**config.mk**
```make
export PLATFORM = sky130hd
export DESIGN_NAME = alu_operand_stage
export DESIGN_NICKNAME = d
export VERILOG_FILES = /design/src/rtl/alu_pkg.sv /design/src/rtl/operand_fwd_sel.sv /design/src/rtl/alu_operand_stage.sv
export SDC_FILE = /design/constraint.sdc
export NUM_CORES = 1
export LEC_CHECK = 0
export ABC_CLOCK_PERIOD_IN_PS = 2120
export CAP_MARGIN = 15
export CORE_MARGIN = 2
export CORE_UTILIZATION = 29
export DETAILED_ROUTE_END_ITERATION = 12
export PLACE_DENSITY = 0.62
export SKIP_CTS_REPAIR_TIMING = 1
export SYNTH_ARGS = -nofsm -noshare
export SYNTH_HDL_FRONTEND = slang
export SYNTH_HIERARCHICAL = 1
export SYNTH_SLANG_ARGS = --single-unit
```
**constraint.sdc**
```tcl
create_clock -name i_Clk -period 2.12 [get_ports i_Clk]
set_input_delay 0.424 -clock i_Clk [delete_from_list [all_inputs] [get_ports i_Clk]]
set_output_delay 0.424 -clock i_Clk [all_outputs]
set_load 0.02 [all_outputs]
```
**src/rtl/alu_pkg.sv**
```systemverilog
// Shared types for the ALU operand-select stage: source encodings, buffer states
// and the default-width operand entry.
package alu_pkg;

    localparam int unsigned ALU_DEF_WIDTH = 32;

    typedef enum logic [1:0] {
        SRC_A_PC   = 2'b00,
        SRC_A_REGA = 2'b01,
        SRC_A_ZERO = 2'b10,
        SRC_A_RSVD = 2'b11
    } alu_src_a_e;

    typedef enum logic [1:0] {
        SRC_B_REGB    = 2'b00,
        SRC_B_CONST   = 2'b01,
        SRC_B_IMM     = 2'b10,
        SRC_B_IMM_SHL = 2'b11
    } alu_src_b_e;

    typedef enum logic [1:0] {
        BUF_EMPTY = 2'b00,
        BUF_ONE   = 2'b01,
        BUF_FULL  = 2'b10
    } buf_state_e;

    // Operand entry as seen by an ALU built at the default datapath width.
    typedef struct packed {
        logic [ALU_DEF_WIDTH-1:0] a;
        logic [ALU_DEF_WIDTH-1:0] b;
        logic                     hit_a;
        logic                     hit_b;
    } alu_operand_t;

endpackage

```
**src/rtl/operand_fwd_sel.sv**
```systemverilog
// Priority forwarding match for one source register: the lowest-index valid
// source whose destination equals the specifier wins; register 0 never matches.
module operand_fwd_sel
    import alu_pkg::*;
#(
    parameter int unsigned WIDTH      = 32,
    parameter int unsigned REG_ADDR_W = 5,
    parameter int unsigned NUM_FWD    = 2
) (
    input  logic [REG_ADDR_W-1:0]         rs_i,
    input  logic [WIDTH-1:0]              reg_data_i,
    input  logic [NUM_FWD-1:0]            fwd_valid_i,
    input  logic [NUM_FWD*REG_ADDR_W-1:0] fwd_addr_i,
    input  logic [NUM_FWD*WIDTH-1:0]      fwd_data_i,
    output logic [WIDTH-1:0]              data_c_o,
    output logic                          hit_c_o
);

    // Scan from oldest to youngest so the youngest matching source is applied last.
    always_comb begin
        data_c_o = reg_data_i;
        hit_c_o  = 1'b0;
        if (rs_i != '0) begin
            for (int k = int'(NUM_FWD) - 1; k >= 0; k--) begin
                if (fwd_valid_i[k] &&
                    (fwd_addr_i[k*REG_ADDR_W +: REG_ADDR_W] == rs_i)) begin
                    data_c_o = fwd_data_i[k*WIDTH +: WIDTH];
                    hit_c_o  = 1'b1;
                end
            end
        end
    end

endmodule

```
**src/rtl/alu_operand_stage.sv**
```systemverilog
// Operand-select stage between register read and the ALU: source muxing,
// forwarding resolution at capture, and a 2-entry skid buffer toward the ALU.
module alu_operand_stage
    import alu_pkg::*;
#(
    parameter int unsigned WIDTH      = 32,
    parameter int unsigned REG_ADDR_W = 5,
    parameter int unsigned NUM_FWD    = 2,
    parameter int unsigned IMM_SHIFT  = 2,
    parameter int unsigned CONST_B    = 1
) (
    input  logic                          i_Clk,
    input  logic                          i_Reset,
    input  logic                          i_Flush,
    input  logic                          i_Valid,
    output logic                          o_Ready,
    input  logic [1:0]                    i_AluSrcA,
    input  logic [1:0]                    i_AluSrcB,
    input  logic [WIDTH-1:0]              i_PC,
    input  logic [WIDTH-1:0]              i_RegA,
    input  logic [WIDTH-1:0]              i_RegB,
    input  logic [WIDTH-1:0]              i_Imm,
    input  logic [REG_ADDR_W-1:0]         i_RsA,
    input  logic [REG_ADDR_W-1:0]         i_RsB,
    input  logic [NUM_FWD-1:0]            i_FwdValid,
    input  logic [NUM_FWD*REG_ADDR_W-1:0] i_FwdAddr,
    input  logic [NUM_FWD*WIDTH-1:0]      i_FwdData,
    output logic                          o_Valid,
    input  logic                          i_Ready,
    output logic [WIDTH-1:0]              o_AluA,
    output logic [WIDTH-1:0]              o_AluB,
    output logic                          o_FwdHitA,
    output logic                          o_FwdHitB
);

    typedef struct packed {
        logic [WIDTH-1:0] a;
        logic [WIDTH-1:0] b;
        logic             hit_a;
        logic             hit_b;
    } opnd_t;

    buf_state_e       state_q, state_d;
    opnd_t            out_q, out_d;
    opnd_t            skid_q, skid_d;
    logic             valid_q;
    logic             ready_q;

    opnd_t            cap_c;
    logic [WIDTH-1:0] fwd_a_data_c;
    logic [WIDTH-1:0] fwd_b_data_c;
    logic             fwd_a_hit_c;
    logic             fwd_b_hit_c;
    logic             in_fire_c;
    logic             out_fire_c;
    alu_src_a_e       src_a_c;
    alu_src_b_e       src_b_c;

    operand_fwd_sel #(
        .WIDTH      (WIDTH),
        .REG_ADDR_W (REG_ADDR_W),
        .NUM_FWD    (NUM_FWD)
    ) u_fwd_a (
        .rs_i        (i_RsA),
        .reg_data_i  (i_RegA),
        .fwd_valid_i (i_FwdValid),
        .fwd_addr_i  (i_FwdAddr),
        .fwd_data_i  (i_FwdData),
        .data_c_o    (fwd_a_data_c),
        .hit_c_o     (fwd_a_hit_c)
    );

    operand_fwd_sel #(
        .WIDTH      (WIDTH),
        .REG_ADDR_W (REG_ADDR_W),
        .NUM_FWD    (NUM_FWD)
    ) u_fwd_b (
        .rs_i        (i_RsB),
        .reg_data_i  (i_RegB),
        .fwd_valid_i (i_FwdValid),
        .fwd_addr_i  (i_FwdAddr),
        .fwd_data_i  (i_FwdData),
        .data_c_o    (fwd_b_data_c),
        .hit_c_o     (fwd_b_hit_c)
    );

    assign src_a_c = alu_src_a_e'(i_AluSrcA);
    assign src_b_c = alu_src_b_e'(i_AluSrcB);

    // Operand resolution for the entry captured this cycle; hits count only for register sources.
    always_comb begin
        cap_c = '0;
        unique case (src_a_c)
            SRC_A_PC:   cap_c.a = i_PC;
            SRC_A_REGA: begin
                cap_c.a     = fwd_a_data_c;
                cap_c.hit_a = fwd_a_hit_c;
            end
            SRC_A_ZERO: cap_c.a = '0;
            SRC_A_RSVD: cap_c.a = '0;
            default:    cap_c.a = '0;
        endcase
        unique case (src_b_c)
            SRC_B_REGB: begin
                cap_c.b     = fwd_b_data_c;
                cap_c.hit_b = fwd_b_hit_c;
            end
            SRC_B_CONST:   cap_c.b = WIDTH'(CONST_B);
            SRC_B_IMM:     cap_c.b = i_Imm;
            SRC_B_IMM_SHL: cap_c.b = i_Imm << IMM_SHIFT;
            default:       cap_c.b = '0;
        endcase
    end

    assign in_fire_c  = i_Valid && ready_q;
    assign out_fire_c = valid_q && i_Ready;

    // Skid-buffer next state; flush drops everything but leaves the data registers alone.
    always_comb begin
        state_d = state_q;
        out_d   = out_q;
        skid_d  = skid_q;
        unique case (state_q)
            BUF_EMPTY: begin
                if (in_fire_c) begin
                    state_d = BUF_ONE;
                    out_d   = cap_c;
                end
            end
            BUF_ONE: begin
                if (in_fire_c && out_fire_c) begin
                    out_d = cap_c;
                end else if (in_fire_c) begin
                    state_d = BUF_FULL;
                    skid_d  = cap_c;
                end else if (out_fire_c) begin
                    state_d = BUF_EMPTY;
                end
            end
            BUF_FULL: begin
                if (out_fire_c) begin
                    state_d = BUF_ONE;
                    out_d   = skid_q;
                end
            end
            default: state_d = BUF_EMPTY;
        endcase
        if (i_Flush) begin
            state_d = BUF_EMPTY;
            out_d   = out_q;
            skid_d  = skid_q;
        end
    end

    always_ff @(posedge i_Clk) begin
        if (i_Reset) begin
            state_q <= BUF_EMPTY;
            out_q   <= '0;
            skid_q  <= '0;
            valid_q <= 1'b0;
            ready_q <= 1'b1;
        end else begin
            state_q <= state_d;
            out_q   <= out_d;
            skid_q  <= skid_d;
            valid_q <= (state_d != BUF_EMPTY);
            ready_q <= (state_d != BUF_FULL);
        end
    end

    assign o_Valid   = valid_q;
    assign o_Ready   = ready_q;
    assign o_AluA    = out_q.a;
    assign o_AluB    = out_q.b;
    assign o_FwdHitA = out_q.hit_a;
    assign o_FwdHitB = out_q.hit_b;

endmodule
```
## After elaboration in Yosys (flattened, before gate mapping)

Cells that the tools add are included.

| cells by class | value |
|---|---|
| add/subtract/negate cells | 0 |
| multipliers | 0 |
| divide/modulo/power cells | 0 |
| $lt $le $gt $ge | 0 |
| equal/unequal tests | 16 |
| shifts and indexed selects | 0 |
| mux-type cells | 27 |
| bitwise operators | 2 |
| reductions and logical operators | 17 |

Operators by type and width:

| kind | number |
|---|---|
| $mux W66 | 3 |
| $pmux W66 S3 | 1 |
| $mux W32 | 6 |
| $pmux W32 S4 | 1 |
| $pmux W32 S3 | 1 |
| $eq A5 B5 Y1 | 4 |
| $mux W2 | 6 |
| $eq A2 B2 Y1 const B | 5 |
| $reduce_bool A5 Y1 | 2 |
| $mux W1 | 8 |
| $ne A2 B2 Y1 const B | 4 |
| $logic_and A1 B1 Y1 | 7 |
| $eq A2 B1 Y1 const B | 3 |
| $logic_not A2 Y1 | 3 |
| $pmux W2 S3 | 1 |
| $reduce_and A5 Y1 | 1 |
| $reduce_and A4 Y1 | 1 |
| $reduce_bool A3 Y1 | 1 |
| $not A1 Y1 | 2 |
| $reduce_bool A2 Y1 | 1 |
| $reduce_or A2 Y1 | 1 |

| storage, ports and cells | value |
|---|---|
| flip-flop bits (word level) | 136 |
| bits in latches | 0 |
| RAM bits | 0 |
| memory bits (read-only) | 0 |
| output and inout bits | 68 |
| word-level logic and storage cells | 73 |
| memories | 0 |

## Depth between registers and ports, before layout

| depth | value |
|---|---|
| word-level depth | 8 |
| depth in mapped cells | 11 |
| gate-level depth less buffers | 9 |

## Modules after synthesis

Netlist, hierarchy kept.

By module, submodules not included:

| module | instances | cells an instance | area each (µm²) | seq. area each (µm²) |
|---|---|---|---|---|
| alu_operand_stage | 1 | 772 | 6,597.6 | 2,722.6 |
| operand_fwd_sel | 2 | 98 | 917.1 | 0.0 |

## Worst setup path before layout

OpenSTA, ideal clock, no wires.

| path | value |
|---|---|
| path kind | input -> register |
| start | in i_RsA[1] |
| end | reg skid_q[60] (netlist bit) |
| setup time | 0.070 ns |
| arrival | 2.172 ns |
| path slack | -0.123 ns |
| cell stages on the path | 10 |
| buffers on the path | 2 |
| path through | xnor2_1 nand4_1 or3_1 buf_6 a21boi_4 buf_6 a2bb2oi_2 mux2i_1 or3_1 a21oi_1 |

| on the way | value |
|---|---|
| word-level cells in the longest chain between the ends | 6 |
| elaborated cells between the ends (all ways) | 9 |
| classes of those cells | 2 x eq/ne; 4 x mux; 3 x reduce/logical |

RTL lines:

| element | RTL line | source |
|---|---|---|
| from (decl) | alu_operand_stage.sv:23 | `input logic [REG_ADDR_W-1:0] i_RsA,` |
| $eq A5 B5 Y1 | operand_fwd_sel.sv:26 | `(fwd_addr_i[k*REG_ADDR_W +: REG_ADDR_W] == rs_i)) begin` |
| $logic_and A1 B1 Y1 | operand_fwd_sel.sv:25 | `if (fwd_valid_i[k] &&` |
| $mux W32 (2 in a row) | operand_fwd_sel.sv:25 |  |
| $mux W32 * | operand_fwd_sel.sv:23 | `if (rs_i != '0) begin` |
| via fwd_a_data_c[26] | alu_operand_stage.sv:50 | `logic [WIDTH-1:0] fwd_a_data_c;` |
| $pmux W32 S3 * | alu_operand_stage.sv:93 | `unique case (src_a_c)` |
| to (signal assigned) | alu_operand_stage.sv:165 | `skid_q <= skid_d;` |
| to (decl) | alu_operand_stage.sv:45 | `opnd_t skid_q, skid_d;` |

Mark *: on every way through the listed nets, which the timed path passes. The rest lies on a longest branch.
A chain may end at the register's enable or synchronous reset.

## Final worst setup path

| path | value |
|---|---|
| start | in i_RsB[0] |
| end | reg out_q, in the netlist o_AluB[26] |

| on the way | value |
|---|---|
| word-level cells in the longest chain between the ends | 8 |
| elaborated cells between the ends (all ways) | 12 |
| classes of those cells | 2 x eq/ne; 7 x mux; 3 x reduce/logical |

RTL lines:

| element | RTL line | source |
|---|---|---|
| from (decl) | alu_operand_stage.sv:24 | `input logic [REG_ADDR_W-1:0] i_RsB,` |
| $eq A5 B5 Y1 | operand_fwd_sel.sv:26 |  |
| $logic_and A1 B1 Y1 | operand_fwd_sel.sv:25 |  |
| $mux W32 (2 in a row) | operand_fwd_sel.sv:25 |  |
| $mux W32 * | operand_fwd_sel.sv:23 |  |
| via fwd_b_data_c[26] | alu_operand_stage.sv:51 | `logic [WIDTH-1:0] fwd_b_data_c;` |
| $pmux W32 S4 * | alu_operand_stage.sv:103 | `unique case (src_b_c)` |
| $mux W66 (on tied branches) | alu_operand_stage.sv:131, alu_operand_stage.sv:125 |  |
| $pmux W66 S3 * | alu_operand_stage.sv:123 | `unique case (state_q)` |
| to (signal assigned) | alu_operand_stage.sv:164 | `out_q <= out_d;` |
| to (decl) | alu_operand_stage.sv:44 | `opnd_t out_q, out_d;` |

Mark *: on every way through the listed nets, which the timed path passes. The rest lies on a longest branch. The select of a mux whose other input is x is not followed.

==> summary.md <==
| Metric | Value |
|---|---|
| RD Place Congestion | `0.958` |
| Syn Area/Cell | `about 8.7 sq um` |
| Most frequent cell after synthesis | `dfxtp_1` |
| Final wirelength | `38.7 mm` |
| Layout Skew | `about 0.0094 ns` |
| CP arrival | `2.56 ns` |
| Startpoint types | `input port` |
| Final WS setup | `-0.144 ns` |
| Worst Hold Class | `input port to flop` |
| Synthesized flop and latch total | `136` |
| Post-Synthesis Cells | `968` |
| Grt ovf | `0` |
| Iter 0 DRT Violations | `776` |
| Initial Utilization | `29.4%` |
| Cell Pwr Density | `547 nW/um^2` |
| Cell taking the most area after synthesis | `dfxtp_1` |
| Relative slew margins | `68.1%` |
| Outcome | `finished, violations left` |
| Vias in the first global route | `8949` |
| Top_reg_cell synth | `dfxtp_1` |
| Yosys Warn Count | `6` |
| Clock slew at reported path FFs | `0.07 ns` |
| First-pass GRT wire length | `54.0 mm` |
| Clk sink count | `approximately 140` |
| Max Clock Freq | `roughly 0.44 GHz` |
| Die width | `approximately 170 um` |
| Antenna violations before repair | `3` |
| Non-filler instance count after layout | `1686` |
| DRC | `0` |
| Req. time, crit path | `2.41 ns` |
| Vias after detailed routing | `9391` |
| Peak VDD IR | `522 uV` |
| Synthesis-to-finish area growth | `72.9%` |
| Least-Margin Pin Slew | `0.478 ns` |
| Max-slew violations | `0` |
| Design Power | `7.98 mW` |
| Number of flops mapped to enable cells by yosys | `0` |
| ANT nets after route | `0` |
| H-tree levels | `4` |
| Final #Nets | `1510` |
| Post-Syn Area | `roughly 8400 sq um` |
| Worst-path fanout max | `5` |
| Commonest cells post-synth | `dfxtp_1 (136), nor3_1 (101), nand2_1 (73)` |
| Largest net degree at the start of global routing | `73` |
| Seq/Total Area, Yosys | `32.3%` |
| Root buffer cell | `clkbuf_16` |
| Lkg Pwr | `5.00 nW` |
| Top post-synthesis cells by area | `dfxtp_1 (32%), a2bb2oi_2 (10%), nor3_1 (6.0%), o22ai_1 (4.7%), mux2_2 (4.1%)` |
| Die span in y | `about 170 um` |
| Synth cell types | `46` |
| PortBufs | `slightly below 300` |
| Hold slack | `~0.29 ns` |
| Crit Path Category | `input port to flop` |
| CTS tree | `done` |
| Max Buffers Root-to-Sink | `2` |
| Wire per inst | `approximately 23 um` |
| Final setup viols | `58` |
| Die area | `between 30000 and 40000 sq um` |
| Placed Cells | `1625` |
| Via density | `5.57` |
| Period utilization | `107%` |
| Max Cap Viol | `0` |
| TritonCTS buffer count | `17` |
| Final Hold Viols | `0` |
| CORE AREA | `roughly 29000 sq um` |
| Worst Setup End Kind | `flop` |
| GRT Total Usage | `23.1%` |
| Final min period | `approximately 2.3 ns` |
| Rows | `62` |
| DRT Pass-1 Iters | `5` |
| Clk_lat worst skew | `0.42 ns` |
| FFs w/ async S/R, synth | `0%` |
| Share of cells above drive strength 1 | `a little over 30%` |
| I/O pins | `291` |
| Synthesized Nets | `1191` |
| Synth top area share | `32.3%` |
| Unrepaired setup endpoints after global routing | `true` |
| DP HPWL | `26.7 mm` |
| Violated checks | `negative setup slack` |
metal layers:
metal | global-route usage, % | vias up | part of all wire [%]
met5 | 0 | - | 0.034
met4 | 7.88 | 2 | 2.6
met3 | 5.66 | 61 | 7.5
met2 | 38.2 | 423 | 48
met1 | 29.4 | 4533 | 42
li1 | - | 4372 | -
registers in the layout (all words and copies together) (netlist names):
register   count
o_AluA        32
o_AluB        32
o_FwdHitA      1
o_FwdHitB      1
o_Ready        1
o_Valid        1
skid_q        66
state_q        2
through the flow:
step | TNS, ns | area, sq um | worst slack [ns] | utilization [%]
floorplan | -3.26 | 8780 | -0.112 | -
global placement | -116.33 | 12600 | -1.10 | 44.1
detailed placement | -121.99 | 12600 | -1.13 | 44.1
finish | -3.38 | 14600 | -0.144 | 50.8
CTS | -62.95 | 13300 | -0.681 | 46.2
global route | -12.03 | 14600 | -0.239 | 50.8
final timing paths:
check / from / endpoint / slack (ns) / cells after the start
setup reg to reg: state_q[0]$_SDFF_PP0_ / skid_q[48]$_SDFFE_PP0P_ / 0.32 / 5
hold / removal: i_Reset / o_FwdHitB$_SDFFE_PP0P_ / 0.29 / 2
hold reg to reg: skid_q[56]$_SDFFE_PP0P_ / skid_q[56]$_SDFFE_PP0P_ / 0.45 / 2
setup / recovery: i_RsB[0] / o_AluB[26]$_SDFFE_PP0P_ / -0.14 / 13
where the power goes:
part / total [mW] / internal [mW] / switching (mW)
registers: 2.71 / 2.65 / 0.0565
clock network: 3.13 / 1.86 / 1.27
logic: 2.14 / 1.15 / 0.992
cell families (layout without fill, tap and decap cells):
kind of cell              count (synthesis)  count (layout)  share of synthesized area (%)
muxes                                    65              65                           8.18
AOI/OAI and AO/OA                       334             334                           34.1
other                                     0               2                              0
and+or+nand+nor                         298             298                           16.8
buffers and inverters                   115             447                           6.60
DFF                                     136             136                           32.3
xor gates and xnor gates                 20              20                           2.08
cells in the final DEF, fill, tap and decap left out, types with 4 or more instances in the layout:
cell	n
a211oi_1	29
a211oi_2	6
a21oi_1	57
a21oi_2	11
a221o_1	30
a221oi_1	24
a221oi_2	6
a2bb2oi_2	50
a2bb2oi_4	12
buf_12	33
buf_4	58
buf_6	29
buf_8	10
clkbuf_16	24
clkdlybuf4s50_1	265
clkinvlp_4	4
dfxtp_1	136
dlymetal6s2s_1	4
mux2_2	31
mux2i_1	23
mux2i_2	11
nand2_1	70
nor2_1	70
nor3_1	97
nor3_2	4
o211ai_1	30
o22ai_1	8
o22ai_2	27
o22ai_4	29
or3_1	33
xnor2_2	7
xor2_1	4
xor2_2	6
worst max-delay path: stages:
cell	delay, ns
buf_8	0.10
xor2_2	0.17
nor4_2	0.34
buf_4	0.19
o311ai_4	0.09
buf_4	0.16
buf_12	0.14
clkbuf_16	0.16
o22ai_4	0.13
a2bb2oi_4	0.10
a221o_1	0.35
o211ai_1	0.09
a21oi_1	0.08
area by class of cell:
class | count | area, sq um
fillers | 2626 | 14100
repair buffers | 412 | 4480
inverters | 3 | 11.3
clock buffers | 18 | 429
multi-input cells | 717 | 6270
flip-flops and latches | 136 | 2720
well taps | 384 | 480
diodes | 2 | 5.00
clock inverters | 14 | 174
Note: power is estimated with default switching activity, not from simulation.
